### src/rtl/fp16_pkg.sv
// Shared binary16 field widths, special constants and the sequencer state encoding
// for the multi-cycle half-precision subtractor.
package fp16_pkg;

    localparam int EXP_W  = 5;
    localparam int FRAC_W = 10;
    localparam int SIG_W  = FRAC_W + 2;   // hidden + fraction + guard
    localparam int SUM_W  = SIG_W + 1;    // one carry bit on top

    localparam logic [15:0]      QNAN    = 16'h7E00;
    localparam logic [EXP_W-1:0] EXP_MAX = 5'h1F;

    typedef enum logic [2:0] {
        IDLE  = 3'd0,
        ALIGN = 3'd1,
        ADD   = 3'd2,
        NORM  = 3'd3,
        DONE  = 3'd4
    } state_t;

endpackage

### src/rtl/fp16_classify.sv
// Purely combinational field decode of one binary16 value into sign, exponent,
// fraction and the zero / inf / NaN / subnormal class flags.
module fp16_classify
    import fp16_pkg::*;
(
    input  logic [15:0]       x,
    output logic              sign,
    output logic [EXP_W-1:0]  exp,
    output logic [FRAC_W-1:0] frac,
    output logic              is_zero,
    output logic              is_inf,
    output logic              is_nan,
    output logic              is_sub
);

    logic exp_zero;
    logic exp_ones;
    logic frac_zero;

    assign sign = x[15];
    assign exp  = x[14:10];
    assign frac = x[9:0];

    assign exp_zero  = (exp == '0);
    assign exp_ones  = (exp == EXP_MAX);
    assign frac_zero = (frac == '0);

    assign is_zero = exp_zero && frac_zero;
    assign is_sub  = exp_zero && !frac_zero;
    assign is_inf  = exp_ones && frac_zero;
    assign is_nan  = exp_ones && !frac_zero;

endmodule

### src/rtl/fp16_sub_seq.sv
// Multi-cycle binary16 subtractor (a - b, truncating) with valid/ready handshakes:
// special operands resolve straight to DONE, all others walk ALIGN -> ADD -> NORM.
module fp16_sub_seq
    import fp16_pkg::*;
(
    input  logic        clk,
    input  logic        rst_n,
    input  logic        in_valid,
    output logic        in_ready,
    input  logic [15:0] a,
    input  logic [15:0] b,
    output logic        out_valid,
    input  logic        out_ready,
    output logic [15:0] result
);

    logic              sa, sb_raw, sb;
    logic [EXP_W-1:0]  ea, eb;
    logic [FRAC_W-1:0] fa, fb;
    logic              a_zero, a_inf, a_nan, a_sub;
    logic              b_zero, b_inf, b_nan, b_sub;

    fp16_classify u_cls_a (
        .x       (a),
        .sign    (sa),
        .exp     (ea),
        .frac    (fa),
        .is_zero (a_zero),
        .is_inf  (a_inf),
        .is_nan  (a_nan),
        .is_sub  (a_sub)
    );

    fp16_classify u_cls_b (
        .x       (b),
        .sign    (sb_raw),
        .exp     (eb),
        .frac    (fb),
        .is_zero (b_zero),
        .is_inf  (b_inf),
        .is_nan  (b_nan),
        .is_sub  (b_sub)
    );

    // Subtraction is addition of b with its sign inverted.
    assign sb = ~sb_raw;

    state_t state_q, state_d;

    logic [SIG_W-1:0] sig_l, sig_s;
    logic [EXP_W-1:0] exp_r, diff_r;
    logic             sign_r, op_sub;
    logic [SUM_W-1:0] sum_r;
    logic [15:0]      result_r;

    logic             capture;
    logic [EXP_W-1:0] ea_eff, eb_eff;
    logic [SIG_W-1:0] sig_a, sig_b;
    logic             a_big;
    logic             spec_hit;
    logic [15:0]      spec_res;

    assign capture = in_valid && in_ready;

    // Subnormals have no hidden bit and behave as exponent 1.
    assign ea_eff = a_sub ? 5'd1 : ea;
    assign eb_eff = b_sub ? 5'd1 : eb;
    assign sig_a  = {!a_sub, fa, 1'b0};
    assign sig_b  = {!b_sub, fb, 1'b0};
    assign a_big  = (ea_eff > eb_eff) || ((ea_eff == eb_eff) && (sig_a >= sig_b));

    // NOTE: every always_comb output gets a default first so no path leaves it unassigned (no latch).
    always_comb begin
        spec_hit = a_nan || b_nan || a_inf || b_inf || a_zero || b_zero;
        spec_res = 16'h0000;
        if (a_nan || b_nan) begin
            spec_res = QNAN;
        end else if (a_inf && b_inf) begin
            spec_res = (sa == sb) ? {sa, EXP_MAX, 10'h000} : QNAN;
        end else if (a_inf) begin
            spec_res = {sa, EXP_MAX, 10'h000};
        end else if (b_inf) begin
            spec_res = {sb, EXP_MAX, 10'h000};
        end else if (a_zero && b_zero) begin
            spec_res = (sa == sb) ? {sa, 15'h0000} : 16'h0000;
        end else if (a_zero) begin
            spec_res = {sb, b[14:0]};
        end else if (b_zero) begin
            spec_res = a;
        end
    end

    logic        norm_done;
    logic [5:0]  exp_inc;
    logic [15:0] norm_res;

    assign norm_done = (sum_r == '0) || sum_r[SUM_W-1] || sum_r[SUM_W-2] || (exp_r <= 5'd1);
    assign exp_inc   = {1'b0, exp_r} + 6'd1;

    always_comb begin
        norm_res = 16'h0000;
        if (sum_r == '0) begin
            norm_res = 16'h0000;
        end else if (sum_r[12]) begin
            norm_res = (exp_inc >= 6'd31) ? {sign_r, EXP_MAX, 10'h000}
                                          : {sign_r, exp_inc[4:0], sum_r[11:2]};
        end else if (sum_r[11]) begin
            norm_res = {sign_r, exp_r, sum_r[10:1]};
        end else begin
            norm_res = {sign_r, 5'd0, sum_r[10:1]};
        end
    end

    always_comb begin
        state_d = state_q;
        case (state_q)
            IDLE:    if (capture) state_d = spec_hit ? DONE : ALIGN;
            ALIGN:   if (diff_r == '0) state_d = ADD;
            ADD:     state_d = NORM;
            NORM:    if (norm_done) state_d = DONE;
            DONE:    if (out_ready) state_d = IDLE;
            default: state_d = IDLE;
        endcase
    end

    // NOTE: sequential state is written with non-blocking assignments only.
    always_ff @(posedge clk or negedge rst_n) begin
        if (!rst_n) begin
            state_q <= IDLE;
        end else begin
            state_q <= state_d;
        end
    end

    always_ff @(posedge clk or negedge rst_n) begin
        if (!rst_n) begin
            sig_l    <= '0;
            sig_s    <= '0;
            exp_r    <= '0;
            diff_r   <= '0;
            sign_r   <= 1'b0;
            op_sub   <= 1'b0;
            sum_r    <= '0;
            result_r <= 16'h0000;
        end else begin
            case (state_q)
                IDLE: begin
                    if (capture) begin
                        sig_l  <= a_big ? sig_a : sig_b;
                        sig_s  <= a_big ? sig_b : sig_a;
                        exp_r  <= a_big ? ea_eff : eb_eff;
                        diff_r <= a_big ? (ea_eff - eb_eff) : (eb_eff - ea_eff);
                        sign_r <= a_big ? sa : sb;
                        op_sub <= (sa != sb);
                        sum_r  <= '0;
                        if (spec_hit) result_r <= spec_res;
                    end
                end
                ALIGN: begin
                    if (diff_r >= 5'd12) begin
                        sig_s  <= '0;
                        diff_r <= '0;
                    end else if (diff_r != '0) begin
                        sig_s  <= sig_s >> 1;
                        diff_r <= diff_r - 5'd1;
                    end
                end
                ADD: begin
                    sum_r <= op_sub ? ({1'b0, sig_l} - {1'b0, sig_s})
                                    : ({1'b0, sig_l} + {1'b0, sig_s});
                end
                NORM: begin
                    if (norm_done) begin
                        result_r <= norm_res;
                    end else begin
                        sum_r <= sum_r << 1;
                        exp_r <= exp_r - 5'd1;
                    end
                end
                default: ;
            endcase
        end
    end

    assign in_ready  = (state_q == IDLE);
    assign out_valid = (state_q == DONE);
    assign result    = result_r;

endmodule

### config.mk
export PLATFORM = sky130hd
export DESIGN_NAME = fp16_sub_seq
export DESIGN_NICKNAME = d
export VERILOG_FILES = /design/src/rtl/fp16_pkg.sv /design/src/rtl/fp16_classify.sv /design/src/rtl/fp16_sub_seq.sv
export SDC_FILE = /design/constraint.sdc
export NUM_CORES = 1
export LEC_CHECK = 0
export ABC_CLOCK_PERIOD_IN_PS = 4430
export BUFFER_PORTS_ARGS = -buffer_cell sky130_fd_sc_hd__buf_4
export CAP_MARGIN = 20
export CORE_MARGIN = 2
export CORE_UTILIZATION = 38
export DETAILED_ROUTE_END_ITERATION = 8
export PLACE_DENSITY = 0.63
export SLEW_MARGIN = 5
export SYNTH_ARGS = -nofsm -noshare
export SYNTH_HDL_FRONTEND = slang
export SYNTH_HIERARCHICAL = 1
export SYNTH_SLANG_ARGS = --single-unit
### constraint.sdc
create_clock -name clk -period 4.43 [get_ports clk]
set_input_delay 0.443 -clock clk [delete_from_list [all_inputs] [get_ports clk]]
set_output_delay 0.443 -clock clk [all_outputs]
set_load 0.05 [all_outputs]
==> impl_results.md, run 1 <==
- Area Overhead vs Synth: 8.84%
- Core outline area: 15,100 sq um
- CP delay by family, top: simple AND/OR/NAND/NOR gates
- Worst-skew pair later-pin latency: 0.34 ns
- Final hold vios: 0
- Yosys top cell by area: dfrtp_1
- Dominant cells by area after synthesis: dfrtp_1 (29%), ha_1 (8.4%), a21oi_1 (5.7%)
- Die width: 128 um
- Synth cell count leaders: nor2_1 (84), dfrtp_1 (67), a21oi_1 (66)
- Netlist cell types: 71
- Number of flops mapped to enable cells by yosys: 0
- Grt total ovfl: 0
- Sequential element share of the synthesized area: 0.288
- Kind of launch point of the worst setup path: input port
- CTS tree: built
- Post-place setup slack: 0.562 ns
- Synth Flop Type: dfrtp_1
- # nets final: 815
- Kind of critical path: input port to register
- Skew final: 0.00390 ns
- First-pass GRT wire length: 24,800 um
- Cells after Synth: 735
- Global Route Usage Sum: 0.192
- Endpoints failing setup: 0
- Final period util: 0.814
- Row count: 45
- Starting Density: 0.386
- Post-CTS resize count: 0
- Post-CTS Setup Bufs: 0
- Vias: 5,215
- Syn Nets: 813
- Tmin final: 3.61 ns
- Status: finished, final reports clean
- Total CTS buffers: 9
- Fin. max-slew vios: 0
- Worst-case vdd ir drop: 0.000291 V
- Pwr per Cell Area: 809 nW/um^2
- DRT Pass-1 Iters: 5
- Gpl congestion: 0.869
- Reg2reg setup slack: 1.23 ns
- Most common cell in the netlist: nor2_1
- Worst-Margin Slew: 1.02 ns
- Port buffer count: 53
- DRT iter0 DRCs: 525
- Final WS setup: 0.822 ns
- Clk pin slew, worst setup/hold paths: 0.05 ns
- Die ar.: 16,300 sq um
- Worst path max stage delay: 0.42 ns
- Layout cells sized above 1: 0.128
- Crit-path cells: buf_4 > nor4_2 > and4_1 > nor2_1 > inv_1 > nand2_1 > inv_1 > ha_1 > nor2b_1 > o21ai_1 > o22ai_1 > o31a_1 > nand2_2 > buf_4 > mux2i_1 > o221ai_1
- Yosys warns: 6
- WL/cell: 16.4 um
- Diodes inserted: 0
- Max Freq: 0.277 GHz
- Largest net degree at the start of global routing: 68
- Number of max-cap violations: 0
- Maximum fanout along the worst path: 24
- Slowest CP cell: nor4_2
- Worst R2R End: sum_r[12]
- Post-synthesis average cell area: 7.93 sq um
- Final TNS setup: 0 ns
- Flops & latches, synth: 67
- CTS root buffer: clkbuf_16
- CP bufs+invs: 4
- I/O Pins: 54
- Worst EP required: 4.63 ns
- R2R depth: 10
- Post-route ant nets: 0
- Clock Tree Buf Depth: 2
- Detailed Place HPWL: 11,600 um
- Arr. time, crit path: 3.80 ns
- Synth Cell Area: 5830 sq um
- Final Core Density: 0.420
- H-tree levels: 3
- Hold_buf cts: 0
- DRC viols: 0
- Async SR Flop Fraction: 1.00
- WL final: 15,300 um
- Tightest Hold Check Type: input port to asynchronous set/reset pin
- RSZ-0062 raised after global routing: false
- Die H: 128 um
- Synth top area share: 0.288
- Initial antenna violation count: 0
- Num Clock Sinks: 67
- Crit end category: register
- RR Startpoint: sig_s[3]
- Leak pwr: 0.00280 uW
- Vias in the first global route: 4,783
- DR vias/cell: 5.61
- Slew headroom: 0.315
## per-stage QoR
| stage | cell area [sq um] | hold slack (ns) | cells | total power [uW] |
|---|---|---|---|---|
| floorplan | 5830 | 0.147 | 735 | 3850 |
| global placement | 6090 | 0.474 | 914 | 4450 |
| detailed placement | 6090 | 0.483 | 914 | 4480 |
| CTS | 6340 | 0.271 | 930 | 5140 |
| global route | 6340 | 0.314 | 930 | 5620 |
| finish | 6340 | 0.233 | 930 | 5130 |
## how the worst max path moves through the flow
stage	cells after the start	from	to	slack (ns)
floorplan	17	b[1]	sig_s[10]	1.36
global placement	16	b[1]	sig_s[1]	0.63
detailed placement	16	b[1]	sig_s[1]	0.56
CTS	16	b[1]	sig_s[1]	0.91
global route	16	b[1]	sig_s[1]	0.60
finish	16	b[1]	sig_s[1]	0.82
## metal layers
layer  share of wire  track usage  up-vias  wire length (um)
met5               0            0        -                 0
met4           0.018       0.0608        0               271
li1                -            -     2621                 -
met3           0.051       0.0255       19               772
met2            0.45        0.297      143              6810
met1            0.49        0.280     2432              7420
## placed cells by master (no fill, tap or decap), types with 5 or more instances in the layout
cell and instances:
nor2_1 84, dfrtp_1 67, a21oi_1 66, o21ai_0 63, buf_4 60, nand2_1 58, inv_1 42, ha_1 39
a22oi_1 22, xnor2_1 18, mux2i_1 17, o22ai_1 14, nor3_1 14, a31oi_1 12, nor2b_1 12, nand3_1 10
clkbuf_16 9, nor4_1 8, nand4_1 7, o21ai_1 6, a21o_1 6, a211oi_1 6, nand2b_1 5, a221oi_1 5
or3_1 5
## sequential cells by signal, summed over array words and instances, names as in the netlist
name     flops
sig_l       11
result      16
sig_s       12
sign_r       1
sum_r       13
exp_r        5
diff_r       5
op_sub       1
state_q      3
## power by group
| group | internal [uW] | switching [uW] | total, uW | leakage, uW |
|---|---|---|---|---|
| logic | 1290 | 1910 | 3210 | 0.00184 |
| registers | 915 | 371 | 1290 | 0.000832 |
| clock network | 376 | 266 | 642 | 0.000127 |
## kinds of logic (layout without fill, tap and decap cells)
logic type | count (synthesis) | in the layout | synth area share
compound gates | 240 | 240 | 0.258
xor+xnor | 22 | 22 | 0.0331
fa+ha+maj | 43 | 43 | 0.0958
buf+inv | 112 | 119 | 0.101
flops | 67 | 67 | 0.288
mux | 19 | 19 | 0.0331
simple gates | 232 | 232 | 0.192
## layout make-up
cell class / count / area [sq um]
fillers: 1568 / 8750
multi-input cells: 556 / 3560
flip-flops and latches: 67 / 1680
repair buffers: 60 / 450
clock buffers: 13 / 240
well taps: 188 / 235
inverters: 43 / 161
clock inverters: 3 / 15.0
No activity file was read; power rests on OpenSTA's default activity.
==> inputs of run 2 (changes only) <==
ABC_AREA = 1   (was not set)
ABC_CLOCK_PERIOD_IN_PS = 3500   (was 4430)
clock period = 3.5 ns   (was 4.43 ns; I/O delays follow)
==> run 2 against run 1 <==
  * Worst setup slack worse by 0.25 ns
  * Synthesized cell count up 34%
  * Register-to-register slack worse by 0.66 ns
  * Clock-buffer cell count down 1
  * Final area up 9.7%
  * Die area up 9.3%
  * Via count up 20%
  * Flip-flop and latch count unchanged
  * First-iteration DRC count down 15%
  * Critical path type is now register to register
  * Largest power group unchanged
==> impl_results.md, run 2 <==
- Max Freq: 0.341 GHz
- Cells after Synth: 988 (+34%)
- First-pass GRT wire length: 30,100 um (+21%)
- Die H: 134 um (+4.6%)
- Fill cells: 1,777 (+13%)
- Synth Cell Area: 6390 sq um (+9.6%)
- Seq pwr share: 0.229 (-0.021)
- Number of max-cap violations: 0 (unchanged)
- Psw: 3440 uW (+35%)
- RSZ-0062 raised after global routing: false
- Area Overhead vs Synth: 8.93% (about the same)
- Total CTS buffers: 9 (unchanged)
- Most common cell in the netlist: nand2_1
- Post-synthesis average cell area: 6.47 sq um (-18%)
- Vias: 6,263 (+20%)
- CTS root buffer: clkbuf_16
- WL/cell: 15.1 um (-7.8%)
- Async SR Flop Fraction: 1.00 (unchanged)
- Grt total ovfl: 0 (unchanged)
- Row count: 47 (+4.4%)
- Clk pin slew, worst setup/hold paths: 0.06 ns (about the same)
- # nets final: 1,074 (+32%)
- Vias in the first global route: 5,903 (+23%)
- Flops & latches, synth: 67 (unchanged)
- Maximum fanout along the worst path: 6 (-75%)
- Hold Slack: 0.147 ns (-0.0854 ns)
- WL final: 18,500 um (+21%)
- Arr. time, crit path: 3.17 ns (-0.63 ns)
- Die ar.: 17,900 sq um (+9.3%)
- Clk pwr share: 0.132 (+0.007)
- Post-CTS resize count: 0 (unchanged)
- Largest register FFs: 16 (unchanged)
- Post-route ant nets: 0 (unchanged)
- Tightest Hold Check Type: input port to asynchronous set/reset pin
- DRT Pass-1 Iters: 5 (unchanged)
- Detailed Place HPWL: 14,100 um (+22%)
- Tmin final: 2.93 ns
- DR vias/cell: 5.14 (-8.4%)
- Skew final: 0.00622 ns (+0.00232 ns)
- Final TNS setup: 0 ns (unchanged)
- Gpl congestion: 0.938 (+7.9%)
- RR Startpoint: sig_s[1]
- Yosys warns: 6 (unchanged)
- Leak pwr: 0.00366 uW (+31%)
- Final hold vios: 0 (unchanged)
- Layout cells sized above 1: 0.100 (-0.0279)
- Post-CTS Setup Bufs: 0 (unchanged)
- Reg2reg setup slack: 0.57 ns (-0.66 ns)
- Initial antenna violation count: 0 (unchanged)
- Worst EP required: 3.74 ns (-0.89 ns)
- Hold_buf cts: 0 (unchanged)
- Sequential element share of the synthesized area: 0.262 (-0.0253)
- Most frequent cells in the layout: nand2_1 (265), inv_1 (124), nor2_1 (105)
- Dominant cells by area after synthesis: dfrtp_1 (26%), nand2_1 (16%), ha_1 (7.6%)
- DRT iter0 DRCs: 448 (-15%)
- I/O Pins: 54 (unchanged)
- Sw frac: 0.534 (+0.0376)
- Worst-case vdd ir drop: 0.000359 V (+23%)
- Final period util: 0.838
- Endpoints failing setup: 0 (unchanged)
- Combinational power share: 0.639 (+0.014)
- Dpl cells: 1,205 (+32%)
- Kind of launch point of the worst setup path: register
- Multi-input gate area: 3760 sq um (+5.4%)
- Port buffer count: 53 (unchanged)
- Netlist cell types: 46 (-35%)
- Kind of critical path: register to register
- Worst Setup SP: sig_s[1]
- Fin. max-slew vios: 0 (unchanged)
- Synth cell count leaders: nand2_1 (265), inv_1 (124), nor2_1 (105)
- Yosys top cell by area: dfrtp_1
- Area after DPL: 6690 sq um (+9.9%)
- Core outline area: 16,500 sq um (+9.5%)
- Starting Density: 0.387 (+0.000453)
- Layout Cells excl Fill: 1,219 (+31%)
- Largest net degree at the start of global routing: 68 (unchanged)
- H-tree levels: 3 (unchanged)
- Synth Flop Type: dfrtp_1
- Clock Tree Buf Depth: 2 (unchanged)
- DRC viols: 0 (unchanged)
- Syn Nets: 1,066 (+31%)
- Crit end category: register
- Diodes inserted: 0 (unchanged)
- Synth top area share: 0.262 (-0.0253)
- Reg area: 1680 sq um (unchanged)
- Final instance area: 6960 sq um (+9.7%)
- Worst-skew pair later-pin latency: 0.34 ns (about the same)
- Status: finished, final reports clean
- Num Clock Sinks: 67 (unchanged)
- Global Route Usage Sum: 0.213 (+0.0206)
- Die width: 134 um (+4.6%)
- Worst-Margin Slew: 0.928 ns (-0.0965 ns)
- Most common cell after layout, fill and taps aside: nand2_1
- Number of flops mapped to enable cells by yosys: 0 (unchanged)
- Cell-internal power: 3000 uW (+16%)
- CTS tree: built
- Slew headroom: 0.382 (+0.0668)
- Pwr per Cell Area: 925 nW/um^2 (+14%)
## run 2: critical path: stages (launching register included)
cell	delay [ns]
dfrtp_1	0.41
inv_1	0.08
ha_1	0.17
nand2_1	0.06
nor2_1	0.12
nand2_1	0.09
nor3_1	0.29
a21oi_1	0.13
xor2_1	0.17
inv_1	0.08
ha_1	0.37
inv_1	0.08
nor3_1	0.18
nand2_1	0.07
nand2_1	0.10
nor2_1	0.05
nor2_1	0.08
nand2_1	0.07
a21boi_0	0.23
## run 2: layout make-up
type                            instances  area share
Timing Repair Buffer                   63      0.0679
Tap cell                              220      0.0395
Sequential cell                        67       0.241
Multi-Input combinational cell        721       0.540
Clock inverter                          2     0.00180
Inverter                              134      0.0730
Clock buffer                           12      0.0369
## run 2: stage by stage
stage / setup WS, ns / total power (uW) / util
finish: 0.568 / 6440 / 0.421
global route: 0.233 / 7110 / 0.421
CTS: 0.626 / 6450 / 0.421
detailed placement: 0.284 / 5560 / 0.405
global placement: 0.372 / 5550 / 0.405
floorplan: 0.991 / 4610 / -
## run 2: path summary, 6_finish.rpt
check / cells after the start / to
max in group asynchronous: 1 / result[11]
min in group clk: 4 / state_q[2]
worst max register to register: 18 / sum_r[11]
worst min-delay path: 1 / sig_s[3]
worst min register to register: 2 / result[13]
worst max-delay path: 18 / sum_r[11]
## run 2: power groups by stage
stage / combinational (uW) / sequential, uW / clock, uW
finish: 4120 / 1480 / 848
global route: 4690 / 1520 / 905
CTS: 4120 / 1470 / 865
detailed placement: 4080 / 1480 / 0
global placement: 4070 / 1480 / 0
floorplan: 3040 / 1570 / 0
## run 2: kinds of logic (layout without fill, tap and decap cells)
kind of cell	Yosys count	count (layout)	share of synthesized area
compound gates	170	170	0.149
xor+xnor	22	22	0.0302
fa+ha+maj	42	42	0.0858
buf+inv	200	211	0.149
flops	67	67	0.262
simple gates	487	487	0.323
## run 2: layer usage
metal  track usage  vias to the layer above  wire length (um)
met3        0.0323                       32               830
met4        0.0751                        0               505
met5             0                        -                 0
li1              -                     3163                 -
met1         0.295                     2897              8680
met2         0.338                      171              8440
==> inputs of run 3 (changes only) <==
ABC_CLOCK_PERIOD_IN_PS = 2590   (was 3500)
PLACE_DENSITY = 0.65   (was 0.63)
clock period = 2.59 ns   (was 3.5 ns; I/O delays follow)
==> run 3 against run 2 <==
  * Final cell count grew 7.6%
  * Worst setup slack lost 0.49 ns
  * Sequential share of layout area shrank 3.1 points
  * Total power grew 64%
  * Register-to-register slack lost 0.49 ns
  * Global-route usage grew 0.83 points
  * Via count grew 7.5%
  * Clock-buffer cell count shrank 2
  * Critical path depth grew 1
  * Non-clock buffer count grew 91
  * Critical path type unchanged
  * Largest cell class unchanged
  * Largest power group unchanged
==> impl_results.md, run 3 (synthesis results as in run 2) <==
- Slew headroom: 0.400 (+0.0182)
- Area after DPL: 7370 sq um (+10%)
- Vias: 6,733 (+7.5%)
- I/O Pins: 54 (unchanged)
- Post-route ant nets: 0 (unchanged)
- Final instance area: 7970 sq um (+15%)
- Final TNS setup: 0 ns (unchanged)
- Leak pwr: 0.00419 uW (+14%)
- Fill cells: 1,705 (-4.1%)
- Arr. time, crit path: 2.80 ns (-0.37 ns)
- Reg area: 1680 sq um (unchanged)
- Global Route Usage Sum: 0.221 (+0.00827)
- Skew final: 0.00770 ns (+0.00148 ns)
- Diodes inserted: 0 (unchanged)
- Worst-case vdd ir drop: 0.000745 V (+110%)
- Most common cell after layout, fill and taps aside: nand2_1
- Die H: 134 um (unchanged)
- First-pass GRT wire length: 31,500 um (+4.8%)
- Starting Density: 0.387 (unchanged)
- Number of max-cap violations: 0 (unchanged)
- RSZ-0062 raised after global routing: true
- Pwr per Cell Area: 1320 nW/um^2 (+43%)
- R2R depth: 19 (+1)
- Largest register FFs: 16 (unchanged)
- Status: finished, final reports clean
- Die width: 134 um (unchanged)
- Gpl congestion: 0.927 (-1.2%)
- DR vias/cell: 5.13 (-0.12%)
- Clk pin slew, worst setup/hold paths: 0.06 ns (about the same)
- CTS root buffer: clkbuf_16
- DRC viols: 0 (unchanged)
- Kind of critical path: register to register
- Most frequent cells in the layout: nand2_1 (252), buf_4 (151), inv_1 (119)
- Grt total ovfl: 0 (unchanged)
- Row count: 47 (unchanged)
- Multi-input gate area: 4050 sq um (+7.8%)
- Die ar.: 17,900 sq um (unchanged)
- Worst R2R End: sum_r[10]
- Total CTS buffers: 9 (unchanged)
- Crit end category: register
- Clock Tree Buf Depth: 2 (unchanged)
- Num Clock Sinks: 67 (unchanged)
- Initial antenna violation count: 0 (unchanged)
- Dpl cells: 1,295 (+7.5%)
- Reg2reg setup slack: 0.08 ns (-0.49 ns)
- Tmin final: 2.51 ns (-0.424 ns)
- # nets final: 1,165 (+8.5%)
- Endpoints failing setup: 0 (unchanged)
- CTS tree: built
- DRT Pass-1 Iters: 5 (unchanged)
- Hold Slack: 0.0120 ns (-0.135 ns)
- Port buffer count: 53 (unchanged)
- Fin. max-slew vios: 0 (unchanged)
- DRT iter0 DRCs: 592 (+32%)
- Maximum fanout along the worst path: 4 (-2)
- Layout cells sized above 1: 0.227 (+0.127)
- Hold_buf cts: 0 (unchanged)
- Worst EP required: 2.89 ns (-0.85 ns)
- WL/cell: 14.7 um (-2.7%)
- Tightest Hold Check Type: input port to asynchronous set/reset pin
- WL final: 19,300 um (+4.7%)
- RR Startpoint: sig_s[1]
- Vias in the first global route: 6,409 (+8.6%)
- Worst-Margin Slew: 0.900 ns (-0.0273 ns)
- Kind of launch point of the worst setup path: register
- Largest net degree at the start of global routing: 68 (unchanged)
- Max Freq: 0.399 GHz (+17%)
- Core outline area: 16,500 sq um (unchanged)
- H-tree levels: 3 (unchanged)
- Area Overhead vs Synth: 24.8%
- Worst-skew pair later-pin latency: 0.35 ns (about the same)
- Layout Cells excl Fill: 1,312 (+7.6%)
- Final period util: 0.969 (+0.131)
- Final hold vios: 0 (unchanged)
- Detailed Place HPWL: 15,000 um (+6.6%)
-- run 3: worst max-delay path, cell delays in order (launching register included) --
cell     delay (ns)
dfrtp_1        0.39
inv_2          0.09
ha_4           0.16
nand2_4        0.05
nor2_4         0.13
nand2_4        0.07
nor3_4         0.19
nor2_1         0.08
xor2_1         0.15
inv_1          0.09
ha_4           0.27
nand2_4        0.08
inv_2          0.05
a21oi_2        0.13
nand3_2        0.11
a21oi_2        0.13
o21ai_1        0.08
nand2_1        0.06
nand2_1        0.06
nand2_1        0.07
-- run 3: layout make-up --
| class | instances | share of cell area |
|---|---|---|
| clock buffers | 10 | 0.0287 |
| clock inverters | 6 | 0.00816 |
| inverters | 134 | 0.0637 |
| multi-input cells | 721 | 0.508 |
| flip-flops and latches | 67 | 0.210 |
| well taps | 220 | 0.0345 |
| repair buffers | 154 | 0.146 |
-- run 3: metal layers --
metal / global-route usage / wire (um) / vias up
met5: 0 / 0 / -
li1: - / - / 3345
met3: 0.0297 / 1180 / 37
met2: 0.362 / 9050 / 219
met4: 0.0904 / 516 / 0
met1: 0.295 / 8570 / 3132
-- run 3: repair_timing --
item | 4_1_cts | 5_1_grt
setup buffers | 0 | 1
resized for setup | 4 | 74
hold endpoints to repair | 0 | 0
pin swaps | 0 | 21
endpoints found under the setup margin | 4 | 38
-- run 3: power by group --
part | switching (uW) | leakage [uW] | internal [uW]
sequential | 535 | 0.000847 | 1500
combinational | 4380 | 0.00320 | 2850
clock | 520 | 0.000143 | 747
-- run 3: worst max path at each step --
stage | from | endpoint | slack [ns] | cells after the start
after CTS | sig_s[1] | sum_r[12] | 0.03 | 20
after global routing | sig_s[1] | sum_r[10] | -0.11 | 19
after floorplan | sig_s[0] | sum_r[11] | 0.12 | 18
final | sig_s[1] | sum_r[10] | 0.08 | 19
after global placement | b[3] | diff_r[4] | -0.1 | 16
after detailed placement | b[3] | exp_r[2] | -0.16 | 18
-- run 3: metrics by stage --
stage	total power, uW	setup slack, ns	utilization
after global routing	11400	-0.115	0.482
after global placement	8080	-0.0988	0.446
after CTS	9520	0.0286	0.465
after floorplan	6230	0.122	-
after detailed placement	8170	-0.164	0.446
final	10500	0.0815	0.482
